`config.mk`:
```
export PLATFORM = sky130hd
export DESIGN_NAME = pc_sequencer
export DESIGN_NICKNAME = d
export VERILOG_FILES = /design/src/rtl/pc_sequencer.sv
export SDC_FILE = /design/constraint.sdc
export NUM_CORES = 1
export LEC_CHECK = 0
export ABC_AREA = 1
export BUFFER_PORTS_ARGS = -buffer_cell sky130_fd_sc_hd__buf_2
export CELL_PAD_IN_SITES_DETAIL_PLACEMENT = 2
export CELL_PAD_IN_SITES_GLOBAL_PLACEMENT = 2
export CORE_MARGIN = 1
export CORE_UTILIZATION = 25
export DETAILED_ROUTE_END_ITERATION = 12
export GPL_TIMING_DRIVEN = 0
export PLACE_DENSITY = 0.92
export SLEW_MARGIN = 20
export SYNTH_ARGS = -nofsm -noshare
export SYNTH_HDL_FRONTEND = slang
export SYNTH_SLANG_ARGS = --single-unit
```
`constraint.sdc`:
```
create_clock -name clock -period 2.75 [get_ports clock]
set_input_delay 0.275 -clock clock [delete_from_list [all_inputs] [get_ports clock]]
set_output_delay 0.275 -clock clock [all_outputs]
set_load 0.005 [all_outputs]
```
`src/rtl/pc_sequencer.sv`:
```
// Next-PC sequencer with BOOT/RUN/HALTED control and an optional return-address stack.
// Build with PC_SEQ_RAS_EN defined to include the stack and its call/ret behaviour.
module pc_sequencer #(
    parameter logic [7:0] RESET_VECTOR = 8'h00,
    parameter int         RAS_DEPTH    = 4
) (
    input  logic       clock,
    input  logic       reset_n,
    input  logic [7:0] valorPC,
    input  logic       stall,
    input  logic       halt,
    input  logic       resume,
    input  logic       branch_taken,
    input  logic [7:0] branch_offset,
    input  logic       jump,
    input  logic [7:0] jump_target,
    input  logic       call,
    input  logic       ret,
    output logic [7:0] valorEntradaPC,
    output logic       fetch_valid,
    output logic       halted,
    output logic       ras_overflow,
    output logic       ras_underflow
);

    typedef enum logic [1:0] {
        ST_BOOT   = 2'd0,
        ST_RUN    = 2'd1,
        ST_HALTED = 2'd2
    } state_t;

    state_t     r_state;
    state_t     w_state_nxt;
    logic [7:0] w_pc_inc;
    logic [7:0] w_pc_branch;
    logic       w_run_flow;

    assign w_pc_inc    = valorPC + 8'd1;
    // An 8-bit wrap-around add is identical to adding the sign-extended offset.
    assign w_pc_branch = valorPC + branch_offset;
    assign w_run_flow  = (r_state == ST_RUN) && !stall && !halt;

`ifdef PC_SEQ_RAS_EN
    localparam int IDX_W = $clog2(RAS_DEPTH);
    localparam int SP_W  = IDX_W + 1;

    logic [7:0]       r_stack [RAS_DEPTH];
    logic [SP_W-1:0]  r_sp;
    logic             r_ovf;
    logic             r_unf;
    logic             w_full;
    logic             w_empty;
    logic [IDX_W-1:0] w_top_idx;
    logic [7:0]       w_top;
    logic             w_push;
    logic             w_pop;
    logic             w_ovf_set;
    logic             w_unf_set;

    assign w_full    = (r_sp == SP_W'(RAS_DEPTH));
    assign w_empty   = (r_sp == {SP_W{1'b0}});
    assign w_top_idx = IDX_W'(r_sp - SP_W'(1));
    assign w_top     = r_stack[w_top_idx];

    // Stack request decode; ret outranks call, and full/empty turn requests into error flags.
    always_comb begin
        w_push    = 1'b0;
        w_pop     = 1'b0;
        w_ovf_set = 1'b0;
        w_unf_set = 1'b0;
        if (w_run_flow && ret) begin
            if (w_empty) begin
                w_unf_set = 1'b1;
            end else begin
                w_pop = 1'b1;
            end
        end else if (w_run_flow && call) begin
            if (w_full) begin
                w_ovf_set = 1'b1;
            end else begin
                w_push = 1'b1;
            end
        end else begin
            w_push = 1'b0;
        end
    end

    // Stack storage and pointer.
    always_ff @(posedge clock or negedge reset_n) begin
        if (!reset_n) begin
            r_sp <= {SP_W{1'b0}};
            for (int i = 0; i < RAS_DEPTH; i++) begin
                r_stack[i] <= 8'h00;
            end
        end else if (w_push) begin
            r_stack[r_sp[IDX_W-1:0]] <= w_pc_inc;
            r_sp                     <= r_sp + SP_W'(1);
        end else if (w_pop) begin
            r_sp <= r_sp - SP_W'(1);
        end else begin
            r_sp <= r_sp;
        end
    end

    // Sticky error flags, cleared only by reset.
    always_ff @(posedge clock or negedge reset_n) begin
        if (!reset_n) begin
            r_ovf <= 1'b0;
            r_unf <= 1'b0;
        end else begin
            r_ovf <= r_ovf | w_ovf_set;
            r_unf <= r_unf | w_unf_set;
        end
    end

    assign ras_overflow  = r_ovf;
    assign ras_underflow = r_unf;
`else
    assign ras_overflow  = 1'b0;
    assign ras_underflow = 1'b0;
`endif

    // State register.
    always_ff @(posedge clock or negedge reset_n) begin
        if (!reset_n) begin
            r_state <= ST_BOOT;
        end else begin
            r_state <= w_state_nxt;
        end
    end

    // Next-state logic.
    always_comb begin
        w_state_nxt = r_state;
        case (r_state)
            ST_BOOT: begin
                w_state_nxt = ST_RUN;
            end
            ST_RUN: begin
                if (stall) begin
                    w_state_nxt = ST_RUN;
                end else if (halt) begin
                    w_state_nxt = ST_HALTED;
                end else begin
                    w_state_nxt = ST_RUN;
                end
            end
            ST_HALTED: begin
                if (resume) begin
                    w_state_nxt = ST_RUN;
                end else begin
                    w_state_nxt = ST_HALTED;
                end
            end
            default: begin
                w_state_nxt = ST_BOOT;
            end
        endcase
    end

    // Output logic: next PC by priority, plus fetch/halt status.
    always_comb begin
        valorEntradaPC = RESET_VECTOR;
        fetch_valid    = 1'b0;
        halted         = 1'b0;
        case (r_state)
            ST_BOOT: begin
                valorEntradaPC = RESET_VECTOR;
            end
            ST_RUN: begin
                fetch_valid = 1'b1;
                if (stall || halt) begin
                    valorEntradaPC = valorPC;
                end else if (ret) begin
`ifdef PC_SEQ_RAS_EN
                    if (w_empty) begin
                        valorEntradaPC = w_pc_inc;
                    end else begin
                        valorEntradaPC = w_top;
                    end
`else
                    valorEntradaPC = w_pc_inc;
`endif
                end else if (call || jump) begin
                    valorEntradaPC = jump_target;
                end else if (branch_taken) begin
                    valorEntradaPC = w_pc_branch;
                end else begin
                    valorEntradaPC = w_pc_inc;
                end
            end
            ST_HALTED: begin
                halted = 1'b1;
                if (resume) begin
                    valorEntradaPC = w_pc_inc;
                end else begin
                    valorEntradaPC = valorPC;
                end
            end
            default: begin
                valorEntradaPC = RESET_VECTOR;
            end
        endcase
    end

endmodule

```
# Word-level counts from Yosys, hierarchy flattened
# Cells that the tools add are included.
# word_totals
ff_bits	2
word_cells	20
input_bits	33
out_inout_bits	12
# op_classes
muxes	12
n_eq_ne	2
addsub	2
n_reduce_logical	3
# op_table
cell	n
8-bit 2-to-1 mux	5
8-bit one-hot mux with 2 select lines	1
8-bit by 1-bit adder with 8-bit output (second input constant)	1
8-bit adder	1
2-bit 2-to-1 mux	3
2-bit one-hot mux with 3 select lines	1
2-bit by 1-bit equality test with 1-bit output (second input constant)	1
2-bit equality test (second input constant)	1
2-bit zero test	1
1-bit logical OR	2
1-bit 2-to-1 mux	2

# Longest topological paths before layout
# Gate-level depths: netlist of run 1.
# logic_depth
ltp_word	6
mapped_depth	13
depth_no_buf	13

# Least setup slack after synthesis of run 1
# OpenSTA, ideal clock, no wires.
# synth_timing
path_type	input to output
from	in valorPC[0]
to	out valorEntradaPC[6]
setup_slack_ns	0.988
arrival_time_ns	1.487
path_stages	12
n_path_buf	0
required_ns	2.475
cell_sequence	ha_1 > inv_1 > fa_1 > inv_1 > nand3_1 > nand4_1 > nand3_1 > nand2_1 > nand2_1 > nand2_1 > nand2_1 > a21oi_1
# synth_between
elab_chain_cells	6
word_cells_on_any_way	8
classes_between	add/sub (2); mux (6)
# synth_rtl
element	line	text
start: declaration	9	input logic [7:0] valorPC,
8-bit by 1-bit adder with 8-bit output / 8-bit adder (equally long branches)	38, 40	
8-bit 2-to-1 mux	186	end else if (branch_taken) begin
8-bit 2-to-1 mux	184	end else if (call || jump) begin
8-bit 2-to-1 mux	174	end else if (ret) begin
8-bit 2-to-1 mux	172	if (stall || halt) begin
8-bit one-hot mux with 2 select lines *	166	case (r_state)
end: declaration	19	output logic [7:0] valorEntradaPC,
# Every way passes the cells marked *; elsewhere a longest branch is shown, timed or not.

# Final worst setup path of run 1
# Ends and elaborated chain as after synthesis.

==> results of run 1 <==
==> placed cells by master (no fill, tap or decap) <==
| cell | synthesis | layout |
|---|---|---|
| nand2_1 | 64 | 64 |
| buf_2 | 0 | 41 |
| inv_1 | 36 | 36 |
| a21oi_1 | 23 | 23 |
| nand3_1 | 19 | 19 |
| nor2_1 | 15 | 15 |
| ha_1 | 12 | 12 |
| inv_2 | 6 | 6 |
| o21ai_1 | 6 | 6 |
| o21ai_0 | 6 | 6 |
| nand2_2 | 4 | 4 |
| xor2_1 | 4 | 4 |
| nor2_4 | 3 | 3 |
| clkbuf_8 | 0 | 3 |
| nor2_2 | 2 | 2 |
| a22oi_1 | 2 | 2 |
| nand3b_1 | 2 | 2 |
| buf_4 | 2 | 2 |
| conb_1 | 1 | 2 |
| dfrtp_1 | 2 | 2 |
| buf_12 | 1 | 1 |
| a21oi_2 | 1 | 1 |
| clkinv_1 | 1 | 1 |
| o221ai_1 | 1 | 1 |
| a31oi_1 | 1 | 1 |
| xnor2_1 | 1 | 1 |
| nand4_1 | 1 | 1 |
| nand3_2 | 1 | 1 |
| or2_0 | 1 | 1 |
| o22ai_1 | 1 | 1 |
| fa_1 | 1 | 1 |
| dlygate4sd3_1 | 0 | 1 |
==> where the power goes <==
part / internal [mW] / switching [mW]
combinational: 0.181 / 0.285
clock: 0.0923 / 0.0205
sequential: 0.0413 / 0.0115
total: 0.314 / 0.317
==> synthesized netlist by cell type, types with 2 or more instances <==
cell type  number  area, um2
nand3b_1        2       15.0
a22oi_1         2       15.0
buf_4           2       15.0
inv_2           6       22.5
nand3_1        19       95.1
a21oi_1        23        115
inv_1          36        135
nand2_1        64        240
xor2_1          4       35.0
nor2_2          2       12.5
nor2_1         15       56.3
nor2_4          3       33.8
ha_1           12        150
o21ai_0         6       30.0
nand2_2         4       25.0
o21ai_1         6       30.0
dfrtp_1         2       50.1
==> metal layers <==
metal | vias up | wire length, um | global-route usage (%)
met4 | 0 | 51 | 4.89
li1 | 786 | - | -
met2 | 36 | 2220 | 34.3
met5 | - | 0 | 0
met3 | 6 | 132 | 1.99
met1 | 722 | 2080 | 23.9
==> layout make-up <==
| cell class | count | area (um2) | share of cell area [%] |
|---|---|---|---|
| multi-input cells | 173 | 942 | 62.4 |
| plain buffers | 3 | 35.0 | 2.32 |
| well taps | 52 | 65.1 | 4.31 |
| repair buffers | 42 | 215 | 14.3 |
| clock buffers | 3 | 41.3 | 2.73 |
| inverters | 43 | 161 | 10.7 |
| flip-flops and latches | 2 | 50.0 | 3.31 |
==> kinds of logic (layout without fill, tap and decap cells) <==
family	Yosys count	count (layout)
fa+ha+maj	13	13
other cells	1	2
buf+inv	46	91
compound gates	41	41
simple gates	112	112
xor+xnor	5	5
flops	2	2
==> metrics by stage <==
step                power, mW  setup WS (ns)  instance area (um2)  hold WS (ns)
floorplan               0.336          0.988                 1190       -0.0206
global placement        0.497          0.517                 1460        0.0583
detailed placement      0.517          0.473                 1460        0.0645
CTS                     0.644          0.454                 1510         0.366
global route            0.705          0.296                 1510         0.397
finish                  0.631          0.508                 1510         0.367
==> timing repair <==
| action | in CTS | in global routing |
|---|---|---|
| resized for setup | 0 | 0 |
| endpoints found under the hold margin | 2 | 0 |
| hold buffers | 1 | 0 |
==> worst max path at each step <==
stage	to
floorplan	valorEntradaPC[6]
global placement	valorEntradaPC[6]
detailed placement	valorEntradaPC[6]
CTS	valorEntradaPC[6]
global route	valorEntradaPC[6]
finish	valorEntradaPC[6]
==> worst reg2reg max path, cell delays in order, from the launching register on <==
cell and delay, ns:
dfrtp_1 0.40, inv_1 0.11, ha_1 0.20, nand2_1 0.13, inv_1 0.22, nor2_1 0.07, a21oi_1 0.13
==> qor.csv, run 1 <==
stage;metric;value;unit
floorplan;die_y;70.8;um
clock_network;clockRootBuffer;clkbuf_8;
worst_setup_path;crit_top_cell;nand2_1;
worst_setup_path;arrival;1.97;ns
worst_setup_path;reg2reg_setup_slack;1.41;ns
layout;layout.nets;314;
grt;grt_overflow;0;
logic_synthesis;yosysWarnings;0;
clock_network;cts_setup_buffers;0;
place;gp_congestion;0.842;
detailed_routing;drc;6;
detailed_routing;vias_per_cell;4.87;
worst_setup_path;end_kind;primary output;
floorplan;io_pins;45;
worst_setup_path;crit_buf_inv;4;
status;status;finished with violations;
flow_run;maxCapViolCount;0;
pwr;p_per_area;418;nW/um2
sta;fin_tns_setup;0;ns
place;detailedPlacementHpwl;3770;um
worst_setup_path;r2r-end;r_state[0];
sta;fmax;446;MHz
sta;skew;0.00207;ns
logic_synthesis;synthSimpleGateAreaFrac;42.2;%
logic_synthesis;synth-async-reset-ratio;100;%
layout;antenna_cells;0;
sta;final.period_utilization;81.5;%
logic_synthesis;avgSynthCellArea;5.39;um2
detailed_routing;drt_wl_total;4480;um
sta;finalSetupViolCount;0;
logic_synthesis;yosysUniqueCellTypes;29;
pwr;peakVddDrop;0.322;mV
grt;grt_pass1_vias;1681;
layout;top_register;r_state;
logic_synthesis;synth_top_family_by_area;simple AND/OR/NAND/NOR gates;
logic_synthesis;synth.mux.area_fraction;0;%
detailed_routing;first_iter_violations;45;
sta;slew_viol_final;0;
worst_setup_path;startpoint_type;input pin;
worst_setup_path;cp_top_family;adder cells;
hold_path;min_to;r_state[1];
worst_setup_path;cp.depth;14;
floorplan;core;4440;um2
sta;min_period;2.24;ns
clock_network;cts.sinks;2;
logic_synthesis;syn_inst;220;
status;violations;design-rule violations;
layout;syn_to_final_growth;27.5;%
worst_setup_path;crit_path_start;valorPC[0];
grt;antenna_found_initial;0;
layout;largest_reg_flops;2;
detailed_routing;num_vias;1550;
clock_network;clock_path_buffers;2;
worst_setup_path;rr_startpoint;r_state[0];
worst_setup_path;crit_chain;buf_2 -> ha_1 -> inv_1 -> fa_1 -> inv_1 -> nand3_1 -> nand4_1 -> nand3_1 -> nand2_1 -> nand2_1 -> nand2_1 -> nand2_1 -> a21oi_1 -> buf_2;
floorplan;start_util;26.7;%
clock_network;cts_tree;done;
grt;grt_pass1_wl;7620;um
hold_path;holdPathStages;3;
detailed_routing;wl_per_cell;14.1;um
grt;gr-usage-all-layers;19.0;%
hold_path;hp-start;halt;
floorplan;std_cell_rows;24;
floorplan;die_area;5020;um2
logic_synthesis;synth_edf_count;0;
logic_synthesis;synth_fa_ha_area_share;14.4;%
clock_network;ctsHtreeMaxLevel;1;
clock_network;cts_made_buffers;3;
layout;drive_above_1_share;24.1;%
pwr;leakage;0.875;nW
clock_network;clk_pin_slew;0.03;ns
detailed_routing;ant_nets;0;
logic_synthesis;syn_area;1180;um2
worst_setup_path;critPathKind;in2out;
logic_synthesis;synth_flop_cell;dfrtp_1;
logic_synthesis;synth_compound_area_share;18.6;%
logic_synthesis;yosys.area_share.xor_xnor;3.70;%
sta;hold_viol;0;
worst_setup_path;cpPeakStageDelay;0.41;ns
grt;grt_max_degree;11;
worst_setup_path;cp_slowest_cell;fa_1;
logic_synthesis;ys_seq_area_share;4.22;%
worst_setup_path;worstPathRequired;2.48;ns
floorplan;die-width;70.8;um
layout;final_util;34.0;%
logic_synthesis;ys_seq_elements;2;
worst_setup_path;path_max_fanout;5;
detailed_routing;drt-pass1-iter-count;8;
sta;rsz0062_at_grt;false;
clock_network;clk_latency;0.21;ns
place;dp.cells;314;
layout;finalNonFillerCells;318;
place;io_buffers;41;
layout;fillers;615;
worst_setup_path;rr_worst_depth;6;
hold_path;hp-class;in2reg;
layout;top_regs;r_state: 2 flops;
No activity file was read; power rests on OpenSTA's default activity.
==> inputs of run 2 (changes only) <==
CORE_UTILIZATION = 21   (was 25)
PLACE_DENSITY = 0.83   (was 0.92)
clock period = 1.95 ns   (was 2.75 ns; I/O delays follow)
==> run 2 against run 1 <==
Against the previous run:
- non-clock buffer count up 3
- cell area up 11%
- clock power up 46%
- worst setup slack worse by 0.48 ns
- worst hold slack worse by 0.051 ns
- critical path depth unchanged
- first-iteration DRC count up 18%
- wire length up 14%
- flip-flop and latch count unchanged
- register-to-register slack worse by 0.81 ns
- power up 62%
- the flow now finishes without violations
- critical path type unchanged
==> qor.csv, run 2 (same netlist as run 1, synthesis figures left out) <==
stage;metric;value;unit;change
worst_setup_path;path_max_fanout;5;;unchanged
sta;whs;0.316;ns;was 0.367 ns
place;gp_congestion;0.805;;was 0.842
detailed_routing;vias_per_cell;4.79;;was 4.87
place;io_buffers;41;;unchanged
floorplan;io_pins;45;;unchanged
grt;antenna_found_initial;0;;unchanged
pwr;combPwrFrac;76.0;%;was 73.7%
layout;largest_reg_flops;2;;unchanged
clock_network;cts_tree;done;;unchanged
worst_setup_path;end_kind;primary output;;unchanged
place;detailedPlacementHpwl;3880;um;was 3770 um
layout;antenna_cells;0;;unchanged
detailed_routing;num_vias;1624;;was 1550
sta;hold_viol;0;;unchanged
pwr;peakVddDrop;0.557;mV;was 0.322 mV
pwr;clockPowerShare;16.1;%;was 17.9%
grt;grt_pass1_wl;7940;um;was 7620 um
sta;skew;0.00863;ns;was 0.00207 ns
pwr;p_switching;521;uW;was 317 uW
clock_network;clk_pin_slew;0.03;ns;about the same
layout;finalNonFillerCells;339;;was 318
layout;layout.nets;317;;was 314
clock_network;clk_latency;0.21;ns;about the same
layout;top_regs;r_state: 2 flops;;unchanged
grt;grt_max_degree;11;;unchanged
detailed_routing;drt_wl_total;5110;um;was 4480 um
worst_setup_path;arrival;1.73;ns;was 1.97 ns
pwr;p_int;501;uW;was 314 uW
floorplan;die_y;77.1;um;was 70.8 um
sta;min_period;1.92;ns;
detailed_routing;drc;0;;was 6
pwr;leakage;0.891;nW;was 0.875 nW
worst_setup_path;crit_chain;buf_8 -> ha_4 -> inv_2 -> fa_2 -> inv_2 -> a21oi_1 -> nand2_1 -> nand2_1 -> o21ai_1 -> nand2_1 -> nand2_1 -> nand2_1 -> a21oi_1 -> buf_2;;was buf_2 -> ha_1 -> inv_1 -> fa_1 -> inv_1 -> nand3_1 -> nand4_1 -> nand3_1 -> nand2_1 -> nand2_1 -> nand2_1 -> nand2_1 -> a21oi_1 -> buf_2
pwr;total_power;1.02;mW;was 631 uW
layout;top_register;r_state;;unchanged
detailed_routing;drt-pass1-iter-count;4;;was 8
worst_setup_path;startpoint_type;input pin;;unchanged
sta;postLayoutSetupSlackWorst;0.0293;ns;was 0.508 ns
sta;finalSetupViolCount;0;;unchanged
detailed_routing;ant_nets;0;;unchanged
clock_network;ctsHtreeMaxLevel;1;;unchanged
sta;rsz0062_at_grt;true;;was false
clock_network;cts_made_buffers;3;;unchanged
detailed_routing;wl_per_cell;15.1;um;was 14.1 um
layout;fillers;695;;was 615
clock_network;clock_path_buffers;2;;unchanged
clock_network;cts.sinks;2;;unchanged
pwr;seqPwrFrac;7.8;%;was 8.4%
sta;fmax;521;MHz;
floorplan;die_area;5950;um2;was 5020 um2
layout;drive_above_1_share;33.5;%;was 24.1%
worst_setup_path;crit_top_cell;nand2_1;;unchanged
sta;final.period_utilization;98.5;%;
grt;gr-usage-all-layers;16.4;%;was 19.0%
status;status;completed;;was finished with violations
floorplan;start_util;22.5;%;was 26.7%
floorplan;std_cell_rows;26;;was 24
place;dp.cells;332;;was 314
pwr;p_per_area;609;nW/um2;was 418 nW/um2
worst_setup_path;cp_slowest_cell;fa_2;;was fa_1
floorplan;die-width;77.1;um;was 70.8 um
worst_setup_path;cpPeakStageDelay;0.38;ns;was 0.41 ns
pwr;switching_share;51.0;%;was 50.2%
grt;grt_pass1_vias;1734;;was 1681
flow_run;maxCapViolCount;0;;unchanged
clock_network;clockRootBuffer;clkbuf_8;;unchanged
detailed_routing;first_iter_violations;53;;was 45
worst_setup_path;worstPathRequired;1.75;ns;was 2.48 ns
layout;final_cell_mix;nand2_1 (59), buf_2 (38), inv_1 (32);;was nand2_1 (64), buf_2 (41), inv_1 (36)
layout;syn_to_final_growth;41.6;%;was 27.5%
layout;final_common_cell;nand2_1;;unchanged
grt;grt_overflow;0;;unchanged
worst_setup_path;critPathKind;in2out;;unchanged
place;pre_cts_slack;-0.164;ns;was 0.473 ns
floorplan;core;5270;um2;was 4440 um2
hold_path;hp-class;in2async;;was in2reg
sta;slew_viol_final;0;;unchanged
==> run 2: what timing repair did <==
item | CTS | global route
gates resized for setup | 6 | 26
hold buffers | 1 | 0
setup buffers | 0 | 3
pin swaps | 0 | 7
setup endpoints to repair | 6 | 6
hold endpoints to repair | 2 | 0
==> run 2: power groups by stage <==
stage	clock network [mW]	logic [mW]	registers (mW)
after floorplan	0	0.405	0.0691
after global placement	0	0.633	0.0714
after detailed placement	0	0.656	0.0734
after CTS	0.166	0.678	0.0737
after global routing	0.174	0.862	0.0810
final	0.165	0.777	0.0801
==> run 2: cell type report <==
| class | count | area [um2] | area share (%) |
|---|---|---|---|
| Inverter | 43 | 164 | 9.77 |
| Sequential cell | 2 | 50.0 | 2.98 |
| Timing Repair Buffer | 45 | 256 | 15.3 |
| Tap cell | 70 | 87.6 | 5.22 |
| Buffer | 3 | 35.0 | 2.09 |
| Multi-Input combinational cell | 173 | 1040 | 62.2 |
| Clock buffer | 3 | 41.3 | 2.46 |
==> run 2: layer usage <==
metal / track usage, % / wire [um] / up-vias
met5: 0 / 0 / -
met4: 3.02 / 64 / 0
met3: 1.67 / 177 / 7
met2: 30.4 / 2600 / 43
met1: 20.3 / 2270 / 776
li1: - / - / 798
==> run 2: metrics by stage <==
step	area (um2)	TNS, ns	utilization (%)
2_1_floorplan	1190	0	-
3_3_place_gp	1480	-0.254	28.1
3_5_place_dp	1480	-0.312	28.1
4_1_cts	1570	-0.0184	29.7
5_1_grt	1680	-0.203	31.8
6_report	1680	0	31.8
==> run 2: final timing paths <==
kind	startpoint	to	slack [ns]	cells past startpoint
setup / recovery	valorPC[0]	valorEntradaPC[4]	0.03	14
hold / removal	reset_n	r_state[1]	0.32	2
setup reg to reg	r_state[0]	r_state[0]	0.60	7
hold reg to reg	r_state[1]	r_state[1]	0.71	2
max in group asynchronous	reset_n	r_state[0]	1.52	2
min in group clock	halt	r_state[1]	0.32	3
==> run 2: worst max-delay path, delay by kind of cell <==
family / cells / cell delay [ns]
simple gates: 5 / 0.34
buf+inv: 4 / 0.34
fa+ha+maj: 2 / 0.51
compound gates: 3 / 0.33
